### src/rtl/chronometer_control.sv
`default_nettype none
// ============================================================================
// Module     : chronometer_control
// Description: Debounced start/stop and clear buttons driving a 4-state Moore
//              FSM that produces the chronometer's reset/enable control levels.
// Revision   : 1.0 - initial release
// ============================================================================
module chronometer_control #(
    parameter int FREQ_IN     = 10000,
    parameter int DEBOUNCE_MS = 20
) (
    input  logic clk,
    input  logic resetControl,
    input  logic btnStartStop,
    input  logic btnClear,
    output logic resetChronometer,
    output logic enableTimmerCounter,
    output logic paused
);

    localparam int DEBOUNCE_CYCLES = FREQ_IN * DEBOUNCE_MS / 1000;
    localparam int c_CNT_W         = $clog2(DEBOUNCE_CYCLES + 1);
    localparam logic [c_CNT_W-1:0] c_CNT_LAST = c_CNT_W'(DEBOUNCE_CYCLES - 1);

    localparam logic [1:0] c_IDLE    = 2'b00;
    localparam logic [1:0] c_RUNNING = 2'b01;
    localparam logic [1:0] c_PAUSED  = 2'b10;
    localparam logic [1:0] c_CLEAR   = 2'b11;

    // Bit 0 is start/stop, bit 1 is clear
    logic [1:0] w_btnRaw;
    logic [1:0] w_pulse;

    assign w_btnRaw = {btnClear, btnStartStop};

    for (genvar gi = 0; gi < 2; gi++) begin : g_btn
        logic               r_sync1;
        logic               r_sync2;
        logic               r_stable;
        logic               r_stableQ;
        logic [c_CNT_W-1:0] r_count;

        always_ff @(posedge clk) begin
            if (resetControl) begin
                r_sync1   <= 1'b0;
                r_sync2   <= 1'b0;
                r_stable  <= 1'b0;
                r_stableQ <= 1'b0;
                r_count   <= '0;
            end else begin
                r_sync1   <= w_btnRaw[gi];
                r_sync2   <= r_sync1;
                r_stableQ <= r_stable;
                // Any bounce back to the accepted level restarts the count
                if (r_sync2 == r_stable) begin
                    r_count <= '0;
                end else if (r_count == c_CNT_LAST) begin
                    r_stable <= r_sync2;
                    r_count  <= '0;
                end else begin
                    r_count <= r_count + c_CNT_W'(1);
                end
            end
        end

        assign w_pulse[gi] = r_stable & ~r_stableQ;
    end

    logic [1:0] r_state;
    logic [1:0] w_stateNext;

    always_ff @(posedge clk) begin
        if (resetControl) begin
            r_state <= c_CLEAR;
        end else begin
            r_state <= w_stateNext;
        end
    end

    // Clear wins over a simultaneous start/stop pulse
    always_comb begin
        w_stateNext = r_state;
        if (w_pulse[1]) begin
            w_stateNext = c_CLEAR;
        end else begin
            case (r_state)
                c_IDLE:    if (w_pulse[0]) w_stateNext = c_RUNNING;
                c_RUNNING: if (w_pulse[0]) w_stateNext = c_PAUSED;
                c_PAUSED:  if (w_pulse[0]) w_stateNext = c_RUNNING;
                c_CLEAR:   w_stateNext = c_IDLE;
            endcase
        end
    end

    assign resetChronometer    = (r_state == c_CLEAR);
    assign enableTimmerCounter = (r_state == c_RUNNING);
    assign paused              = (r_state == c_PAUSED);

endmodule
`default_nettype wire

### config.mk
export PLATFORM = sky130hd
export DESIGN_NAME = chronometer_control
export DESIGN_NICKNAME = d
export VERILOG_FILES = /design/src/rtl/chronometer_control.sv
export SDC_FILE = /design/constraint.sdc
export NUM_CORES = 1
export LEC_CHECK = 0
export CAP_MARGIN = 0
export CORE_MARGIN = 2
export CORE_UTILIZATION = 55
export DETAILED_ROUTE_END_ITERATION = 6
export GPL_TIMING_DRIVEN = 1
export PLACE_DENSITY = 0.75
export SKIP_CTS_REPAIR_TIMING = 1
export SLEW_MARGIN = 20
export SYNTH_ARGS = -nofsm -noshare
export SYNTH_HDL_FRONTEND = slang
export SYNTH_SLANG_ARGS = --single-unit
### constraint.sdc
create_clock -name clk -period 2.1 [get_ports clk]
set_clock_uncertainty 0.2 [all_clocks]
set_input_delay 0.42 -clock clk [delete_from_list [all_inputs] [get_ports clk]]
set_output_delay 0.42 -clock clk [all_outputs]
set_load 0.02 [all_outputs]
==> metrics.csv <==
stage,metric,value,unit
detailed_routing,drc violations,0,
timing,Setup WS post-layout,0.312,ns
floorplan,DIE AREA,0.00223,sq mm
setup_path,end of the worst register-to-register path,g_btn[1].r_count[3]$_SDFF_PP0_,
clock_tree,CTS tree,built,
run_status,status,"complete, no violations",
clock_tree,H-Tree Depth,1,
global_routing,initial antenna violation count,0,
clock_tree,Root Buffer Master,clkbuf_4,
floorplan,IO Count,7,
finish,Post-Layout Cell Count,147,
clock_tree,CTS clock-pin slew for the worst setup and hold paths,0.12,ns
timing,Final Setup Violations,0,
detailed_routing,detailed-route via count,780,
flow_run,Max Cap Viol,0,
logic_synthesis,top cell type by total area after synthesis,dfxtp_1,
setup_path,Slowest cell on crit path,dfxtp_1,
logic_synthesis,synthesized area,0.00103,sq mm
logic_synthesis,synth warn,0,
place,DP HPWL,1.20,mm
setup_path,data arrival time of the critical path,1.17,ns
finish,area growth from synthesis to layout,12.2,%
finish,Fill cells,155,
logic_synthesis,list of most frequent post-synthesis cells,"dfxtp_1 (26), nor2_1 (10), nand3_1 (9)",
detailed_routing,ANT nets after route,0,
timing,worst-case headroom to the max-slew limit,0.737,
place,Placer Congestion,0.747,
pwr,Leakage Power,0.436,nW
timing,"Hold Violations, Final",0,
timing,final worst path period share,0.851,
detailed_routing,DRT iter0 DRCs,9,
setup_path,CP Launch Type,register,
setup_path,WP data required,1.48,ns
setup_path,Worst setup startpoint,r_state[0]$_SDFFE_PP1P_,
clock_tree,total CTS buffers,3,
clock_tree,Longest Clk Path Bufs,2,
setup_path,CP Cell Sequence,"nor2b_1, dlymetal6s2s_1",
pwr,Max IR drop VDD,0.000471,V
floorplan,floorplan row count,15,
setup_path,crit path capture,enableTimmerCounter,
finish,nets,130,
logic_synthesis,post-synthesis sequential area ratio,0.507,
global_routing,largest net degree at the start of global routing,14,
logic_synthesis,Synth Flop Type,dfxtp_1,
finish,layout cells sized above 1,0.0492,
clock_tree,CTS Sinks,26,
detailed_routing,first-pass detailed-route iteration total,4,
global_routing,grt total ovfl,0,
finish,Ant. Diodes,0,
timing,fmax,0.559,GHz
pwr,PwrDens,647,mW/mm^2
logic_synthesis,syn_nets,119,
timing,worst slew pin tran,0.392,ns
setup_path,Worst R2R Setup Slack,0.37,ns
logic_synthesis,Post-Synthesis Cells,113,
detailed_routing,Via density,5.31,
setup_path,CP peak stage delay,0.38,ns
setup_path,crit path capture type,output port,
timing,RSZ-0062 raised after global routing,false,
setup_path,R2R Path Start,g_btn[1].r_count[3]$_SDFF_PP0_,
global_routing,first-pass GRT wire length,2.74,mm
logic_synthesis,syn avg cell area,9.09,sq um
logic_synthesis,top post-synthesis cells by area,"dfxtp_1 (51%), xor2_1 (5.1%), nor2b_1 (4.9%)",
logic_synthesis,synthesis-stage register bit count,26,
global_routing,number of global-route vias before repair,701,
floorplan,Initial Util,0.589,
logic_synthesis,fraction of registers with async set/reset,0,
place,post-place setup slack,0.253,ns
timing,Max Slew Vio Count,0,
logic_synthesis,most frequent cell after synthesis,dfxtp_1,
setup_path,worst setup path category,register to output port,
setup_path,Worst Path Max Fanout,4,
logic_synthesis,"EDFF count, synth",0,
detailed_routing,routed len/inst,10.9,um
timing,Period minus WS final,1.79,ns
floorplan,die height,47.2,um
place,# placed instances,144,
logic_synthesis,area share of the largest cell type after synthesis,0.507,
hold_path,hold crit path type,register to register,
logic_synthesis,"Distinct cells, synth",22,
clock_tree,worst-skew pair later-pin latency,0.31,ns
floorplan,chip width,47.2,um
detailed_routing,final wirelength,1.60,mm
setup_path,cells on worst reg2reg path,3,
global_routing,gr usage total,0.178,
place,# port buffers,6,
floorplan,area of the core,0.00175,sq mm
[through the flow]
stage	area [sq um]	hold slack, ns	utilization	total power [mW]	TNS (ns)
floorplan	1030	0.214	-	0.541	0
global placement	1120	0.225	0.643	0.560	0
detailed placement	1120	0.232	0.643	0.561	0
CTS	1140	0.259	0.656	0.762	-0.108
global route	1150	0.272	0.660	0.777	0
finish	1150	0.255	0.660	0.746	0
[cells by family (layout without fill, tap and decap cells)]
family                     count (synthesis)  count (layout)  synth area share
AOI/OAI and AO/OA                         19              19             0.102
xor gates and xnor gates                   8               8            0.0682
adders and majority gates                  2               2            0.0244
buffers and inverters                      7              16            0.0256
DFF                                       26              26             0.507
muxes                                      1               1           0.00974
and+or+nand+nor                           50              50             0.263
[critical path, delay by kind of cell (launching register included)]
kind | cells | cell delay, ns
AND/OR/NAND/NOR | 1 | 0.22
buffers and inverters | 1 | 0.26
flip-flops | 1 | 0.38
[where the power goes]
group / internal (mW) / switching, mW
Sequential: 0.501 / 0.00456
Clock: 0.0671 / 0.130
Combinational: 0.0217 / 0.0211
[cell usage in the layout, fill, tap and decap left out, drive strengths merged]
master,Yosys,final
a21oi,8,8
or4b,2,2
and2,1,1
dlymetal6s2s,0,3
nand2b,1,1
o211ai,3,3
clkdlybuf4s50,0,3
xor2,6,6
dfxtp,26,26
buf,0,1
nor2,10,10
nor3,1,1
and3,1,1
inv,6,6
clkbuf,1,3
nand4,2,2
mux2i,1,1
nor2b,8,8
a31oi,2,2
nand3,9,9
nand2,8,8
xnor2,2,2
ha,2,2
o21ai,6,6
or3,7,7
[metal layers]
metal,wire length [um],track usage
met2,782,0.288
met1,748,0.208
met4,27,0.133
met5,0,0
met3,40,0.0346
[area by class of cell]
type	instances	area (sq um)	share of cell area
Multi-Input combinational cell	80	480	0.417
Inverter	6	22.5	0.0195
Sequential cell	26	520	0.452
Timing Repair Buffer	7	75.1	0.0651
Tap cell	25	31.3	0.0271
Clock buffer	3	22.5	0.0195
[sequential cells by signal (all words and copies together) (netlist names)]
signal / cells
g_btn.r_count: 16
g_btn.r_sync2: 2
g_btn.r_sync1: 2
r_state: 2
g_btn.r_stable: 2
g_btn.r_stableQ: 2
[worst min path at each step]
| stage | slack (ns) | depth (start not counted) | startpoint | endpoint |
|---|---|---|---|---|
| after floorplan | 0.21 | 1 | g_btn[0].r_sync1$_SDFF_PP0_ | g_btn[0].r_sync2$_SDFF_PP0_ |
| after global placement | 0.23 | 1 | g_btn[0].r_sync1$_SDFF_PP0_ | g_btn[0].r_sync2$_SDFF_PP0_ |
| after detailed placement | 0.23 | 1 | g_btn[0].r_sync1$_SDFF_PP0_ | g_btn[0].r_sync2$_SDFF_PP0_ |
| after CTS | 0.26 | 1 | g_btn[0].r_sync1$_SDFF_PP0_ | g_btn[0].r_sync2$_SDFF_PP0_ |
| after global routing | 0.27 | 1 | g_btn[1].r_sync1$_SDFF_PP0_ | g_btn[1].r_sync2$_SDFF_PP0_ |
| final | 0.25 | 1 | g_btn[0].r_sync1$_SDFF_PP0_ | g_btn[0].r_sync2$_SDFF_PP0_ |
Power figures use the tool's default switching activity.
